===== src/rtl/tv_sequencer.sv =====
// Self-checking test-vector engine: replays {valid, inputs, expected} entries into a small
// combinational block, compares its response one cycle later and tallies vectors and mismatches.
module tv_sequencer #(
    parameter int IN_W   = 3,
    parameter int OUT_W  = 1,
    parameter int ADDR_W = 3
) (
    input  logic                  clk,
    input  logic                  reset,
    input  logic                  wr_en,
    input  logic [ADDR_W-1:0]     wr_addr,
    input  logic [IN_W+OUT_W:0]   wr_data,
    input  logic                  start,
    output logic [IN_W-1:0]       dut_in,
    input  logic [OUT_W-1:0]      dut_out,
    output logic                  busy,
    output logic                  done,
    output logic                  pass,
    output logic [ADDR_W:0]       vec_count,
    output logic [ADDR_W:0]       err_count,
    output logic                  err_pulse,
    output logic [ADDR_W-1:0]     err_index,
    output logic [OUT_W-1:0]      err_got
);

    localparam int                DEPTH    = 2 ** ADDR_W;
    localparam int                CNT_W    = ADDR_W + 1;
    localparam int                VALID_B  = IN_W + OUT_W;
    localparam logic [ADDR_W-1:0] IDX_LAST = ADDR_W'(DEPTH - 1);
    localparam logic [CNT_W-1:0]  CNT_ONE  = CNT_W'(1);

    localparam logic [1:0] S_IDLE  = 2'd0;
    localparam logic [1:0] S_APPLY = 2'd1;
    localparam logic [1:0] S_CHECK = 2'd2;
    localparam logic [1:0] S_DONE  = 2'd3;

    // Vector memory: valid bits are control state, data fields are plain storage.
    logic [DEPTH-1:0]  valid_q, valid_d;
    logic [IN_W-1:0]   in_mem_q  [DEPTH];
    logic [OUT_W-1:0]  exp_mem_q [DEPTH];

    logic [1:0]        state_q, state_d;
    logic [ADDR_W-1:0] idx_q, idx_d;
    logic [IN_W-1:0]   dut_in_q, dut_in_d;
    logic              busy_q, busy_d;
    logic              done_q, done_d;
    logic              pass_q, pass_d;
    logic [CNT_W-1:0]  vec_count_q, vec_count_d;
    logic [CNT_W-1:0]  err_count_q, err_count_d;
    logic              err_pulse_q, err_pulse_d;
    logic [ADDR_W-1:0] err_index_q, err_index_d;
    logic [OUT_W-1:0]  err_got_q, err_got_d;

    logic              wr_accept;
    logic [ADDR_W-1:0] idx_inc;
    logic              is_last;
    logic              mismatch;
    logic [CNT_W-1:0]  err_sat_inc;

    assign wr_accept = wr_en && !busy_q;
    assign idx_inc   = idx_q + ADDR_W'(1);
    // The end-of-memory test comes first so idx_inc wrapping to 0 never selects a valid bit.
    assign is_last   = (idx_q == IDX_LAST) || !valid_q[idx_inc];
    assign mismatch  = (dut_out != exp_mem_q[idx_q]);
    assign err_sat_inc = (err_count_q == '1) ? err_count_q : err_count_q + CNT_ONE;

    always_comb begin
        // NOTE: every _d is given its hold value first, so no branch below can infer a latch.
        state_d     = state_q;
        idx_d       = idx_q;
        dut_in_d    = dut_in_q;
        busy_d      = busy_q;
        done_d      = done_q;
        pass_d      = pass_q;
        vec_count_d = vec_count_q;
        err_count_d = err_count_q;
        err_pulse_d = 1'b0;
        err_index_d = err_index_q;
        err_got_d   = err_got_q;
        valid_d     = valid_q;

        if (wr_accept) begin
            valid_d[wr_addr] = wr_data[VALID_B];
        end

        case (state_q)
            S_IDLE, S_DONE: begin
                if (start) begin
                    idx_d       = '0;
                    vec_count_d = '0;
                    err_count_d = '0;
                    if (valid_q[0]) begin
                        state_d = S_APPLY;
                        busy_d  = 1'b1;
                        done_d  = 1'b0;
                        pass_d  = 1'b0;
                    end else begin
                        // Empty memory: an immediately finished, trivially passing run.
                        state_d = S_DONE;
                        busy_d  = 1'b0;
                        done_d  = 1'b1;
                        pass_d  = 1'b1;
                    end
                end
            end
            S_APPLY: begin
                dut_in_d = in_mem_q[idx_q];
                state_d  = S_CHECK;
            end
            S_CHECK: begin
                vec_count_d = vec_count_q + CNT_ONE;
                if (mismatch) begin
                    err_count_d = err_sat_inc;
                    err_pulse_d = 1'b1;
                    err_index_d = idx_q;
                    err_got_d   = dut_out;
                end
                if (is_last) begin
                    state_d = S_DONE;
                    busy_d  = 1'b0;
                    done_d  = 1'b1;
                    // Uses the updated count so a mismatch on the last vector fails the run.
                    pass_d  = (err_count_d == '0);
                end else begin
                    idx_d   = idx_inc;
                    state_d = S_APPLY;
                end
            end
            default: begin
                state_d = S_IDLE;
                busy_d  = 1'b0;
            end
        endcase
    end

    always_ff @(posedge clk) begin
        // NOTE: registers use non-blocking assignment so every flop samples pre-edge values.
        if (!reset) begin
            state_q     <= S_IDLE;
            idx_q       <= '0;
            dut_in_q    <= '0;
            busy_q      <= 1'b0;
            done_q      <= 1'b0;
            pass_q      <= 1'b0;
            vec_count_q <= '0;
            err_count_q <= '0;
            err_pulse_q <= 1'b0;
            err_index_q <= '0;
            err_got_q   <= '0;
            valid_q     <= '0;
        end else begin
            state_q     <= state_d;
            idx_q       <= idx_d;
            dut_in_q    <= dut_in_d;
            busy_q      <= busy_d;
            done_q      <= done_d;
            pass_q      <= pass_d;
            vec_count_q <= vec_count_d;
            err_count_q <= err_count_d;
            err_pulse_q <= err_pulse_d;
            err_index_q <= err_index_d;
            err_got_q   <= err_got_d;
            valid_q     <= valid_d;
        end
    end

    // NOTE: the data array has no reset; cleared valid bits already make stale data unreachable.
    always_ff @(posedge clk) begin
        if (wr_accept) begin
            in_mem_q[wr_addr]  <= wr_data[OUT_W +: IN_W];
            exp_mem_q[wr_addr] <= wr_data[OUT_W-1:0];
        end
    end

    assign dut_in    = dut_in_q;
    assign busy      = busy_q;
    assign done      = done_q;
    assign pass      = pass_q;
    assign vec_count = vec_count_q;
    assign err_count = err_count_q;
    assign err_pulse = err_pulse_q;
    assign err_index = err_index_q;
    assign err_got   = err_got_q;

endmodule

===== config.mk =====
export PLATFORM = sky130hd
export DESIGN_NAME = tv_sequencer
export DESIGN_NICKNAME = d
export VERILOG_FILES = /design/src/rtl/tv_sequencer.sv
export SDC_FILE = /design/constraint.sdc
export NUM_CORES = 1
export LEC_CHECK = 0
export BUFFER_PORTS_ARGS = -buffer_cell sky130_fd_sc_hd__buf_2
export CAP_MARGIN = 0
export CORE_ASPECT_RATIO = 1.1
export CORE_MARGIN = 2
export CORE_UTILIZATION = 45
export CTS_CLUSTER_SIZE = 40
export DETAILED_ROUTE_END_ITERATION = 16
export GPL_TIMING_DRIVEN = 0
export MAX_ROUTING_LAYER = met4
export PLACE_DENSITY = 0.69
export SLEW_MARGIN = 20
export SYNTH_ARGS = -nofsm -noshare
export SYNTH_HDL_FRONTEND = slang
export SYNTH_SLANG_ARGS = --single-unit

===== constraint.sdc =====
create_clock -name clk -period 2.97 [get_ports clk]
set_clock_uncertainty 0.2 [all_clocks]
set_input_delay 0.1485 -clock clk [delete_from_list [all_inputs] [get_ports clk]]
set_output_delay 0.1485 -clock clk [all_outputs]
set_load 0.01 [all_outputs]

==> impl_metrics.env <==
export IMPL_nets=317
export IMPL_synth_edff_count=32
export IMPL_crit_type="reg2reg"
export IMPL_cellPowerDensity_nw_per_um2=658
export IMPL_cts_root_buf="clkbuf_8"
export IMPL_vias_per_cell=5.48
export IMPL_num_rows=30
export IMPL_port_buffers=29
export IMPL_ys_seq_elements=67
export IMPL_postRouteAntennaNets=0
export IMPL_rsz0062_at_grt="false"
export IMPL_hold_class="in2reg"
export IMPL_hpwl_um=4130
export IMPL_cap_violations=0
export IMPL_fp_dieW_um=81.3
export IMPL_dieArea_um2=7240
export IMPL_setup_tns_ps=0
export IMPL_setup_violations_final=0
export IMPL_worst_ep_required_time_ps=3000
export IMPL_yosysWarningCount=0
export IMPL_path_max_fanout=6
export IMPL_drt_initial_drc_count=114
export IMPL_drive_above_1_share=0.212
export IMPL_synth_top_area_cell="edfxtp_1"
export IMPL_gp_congestion=0.758
export IMPL_drc_errors=0
export IMPL_period_needed_ps=2650
export IMPL_cts_resized=0
export IMPL_postSynthCellCount=250
export IMPL_wirelength_um=5970
export IMPL_startpoint_type="register"
export IMPL_vias=2094
export IMPL_total_power_mw=2.29
export IMPL_finalCritPeriodShare=0.893
export IMPL_syn_nets=270
export IMPL_power_leakage_nw=1.29
export IMPL_syn2layout_area_growth_pct=17.5
export IMPL_fill_cells=527
export IMPL_wl_per_cell_um=15.6
export IMPL_grt_total_usage=0.195
export IMPL_cts_buffer_depth=2
export IMPL_htree_levels=3
export IMPL_cts_made_buffers=9
export IMPL_cts_tree="built"
export IMPL_design_core_area_um2=6270
export IMPL_yosys_cell_types_count=48
export IMPL_slew_headroom=0.327
export IMPL_status="finished, final reports clean"
export IMPL_boundaryPins=32
export IMPL_grt_ovfl_total=0
export IMPL_diodes=0
export IMPL_grt_pass1_wl_um=10200
export IMPL_async_flop_share=0
export IMPL_yosys_most_used_dff="dfxtp_1"
export IMPL_worstPathArrival_ps=2690
export IMPL_antenna_found_initial=0
export IMPL_tightest_slew_ps=1000
export IMPL_clkTransAtPathRegs_ps=80
export IMPL_max_freq_ghz=0.377
export IMPL_synth_top_area_share=0.325
export IMPL_finalHoldViolCount=0
export IMPL_drt_first_pass_iters=4
export IMPL_synth_area_per_cell_um2=11.8
export IMPL_ys_seq_area_frac=0.562
export IMPL_worstSkewPairLatency_ps=340
export IMPL_cts_sinks=67
export IMPL_slew_violations=0
export IMPL_die_h_um=89.0
export IMPL_grt_max_degree=14
export IMPL_mappedNetlistArea_um2=2960
export IMPL_start_util=0.472
export IMPL_grt_pass1_vias=2000
export IMPL_vdd_drop_max_mv=0.377
export IMPL_endpoint_kind="register"
export IMPL_synth_area_leaders="edfxtp_1, dfxtp_1, mux4_2"
## flip-flops by register name (all words and copies together), names as in the netlist, named ones only
| signal | flops |
|---|---|
| in_mem_q | 24 |
| done | 1 |
| idx_q | 3 |
| vec_count | 4 |
| err_got | 1 |
| dut_in | 3 |
| pass | 1 |
| err_count | 4 |
| valid_q | 8 |
| err_index | 3 |
| exp_mem_q | 8 |
| state_q | 2 |
| err_pulse | 1 |
| busy | 1 |
## cells in the final DEF (no fill, tap or decap), drive strengths merged, types with 2 or more instances in the layout
master / count
o31ai: 2
nand4b: 3
mux2i: 12
inv: 9
ha: 7
o21ai: 14
clkbuf: 18
a32o: 4
dfxtp: 35
buf: 32
mux2: 5
dlygate4sd3: 7
nand2b: 5
a21oi: 13
nand2: 25
nor2: 21
a21o: 3
nand3: 10
clkinv: 5
a221oi: 2
a211oi: 5
nor3: 5
edfxtp: 32
mux4: 8
## worst max-delay path, stage by stage (launching register included)
cell	delay, ps
dfxtp_1	340
ha_1	200
ha_1	260
buf_2	170
mux2_2	220
a2bb2o_1	340
o31ai_2	350
nand2_1	180
a32o_1	290
## through the flow
step / setup slack [ps] / util / hold WS (ps) / cells / area, um^2
floorplan: 565 / - / 47.4 / 250 / 2960
global placement: 374 / 0.511 / 215 / 359 / 3200
detailed placement: 362 / 0.511 / 227 / 359 / 3200
CTS: 335 / 0.554 / 23.7 / 382 / 3470
global route: 188 / 0.554 / 64.1 / 382 / 3470
finish: 317 / 0.554 / 38.6 / 382 / 3470
## cell usage after synthesis, types with 2 or more instances
cell	count
o21ai_0	13
clkbuf_1	9
edfxtp_1	32
a32o_1	4
nor3_1	5
a21o_1	2
nand2_1	25
inv_1	8
mux4_2	6
nand2b_1	5
buf_2	2
mux2i_1	11
nor2_1	21
a221oi_1	2
nand3_1	10
ha_1	7
dfxtp_1	35
mux4_1	2
nand4b_1	3
mux2_2	5
a21oi_1	13
a211oi_1	4
## path summary, 6_finish.rpt
path | start | endpoint | slack (ps) | cells after the start
worst max register to register | idx_q[0]$_SDFFE_PN0P_ | register | 320 | 8
worst min register to register | vec_count[3]$_SDFFE_PN0P_ | vec_count[3]$_SDFFE_PN0P_ | 270 | 2
worst max-delay path | idx_q[0]$_SDFFE_PN0P_ | register | 320 | 8
worst min-delay path | reset | err_count[2]$_SDFFE_PN0P_ | 40 | 3
## per-layer routing
metal	GRT usage	share of wire
met1	0.244	0.45
met2	0.303	0.49
met3	0.0525	0.047
met4	0.0755	0.0094
met5	-	0
## power by group
part           internal, mW  leakage, nW  switching, mW
Sequential             1.03        0.575         0.0363
Combinational         0.165        0.615          0.295
Clock                 0.393        0.101          0.372
## cell type report
class / instances / area (um^2) / area share
clock buffers: 9 / 124 / 0.0357
flip-flops and latches: 67 / 1660 / 0.478
plain buffers: 12 / 47.5 / 0.0137
repair buffers: 36 / 215 / 0.0620
inverters: 8 / 30.0 / 0.00865
clock inverters: 7 / 77.6 / 0.0223
multi-input cells: 163 / 1220 / 0.351
well taps: 80 / 100 / 0.0288
## logic make-up after synthesis
kind of cell | Yosys count | synth area share
flip-flops | 67 | 0.562
buffers and inverters | 20 | 0.0262
AO/OA/AOI/OAI | 51 | 0.116
XOR/XNOR | 1 | 0.00550
adder cells (fa/ha/maj) | 7 | 0.0296
multiplexers | 25 | 0.127
AND/OR/NAND/NOR | 79 | 0.133
## timing repair
| item | 4_1_cts | 5_1_grt |
|---|---|---|
| hold endpoints to repair | 40 | 0 |
| setup buffers | 0 | 0 |
| hold buffers | 7 | 0 |
Power figures use the tool's default switching activity.
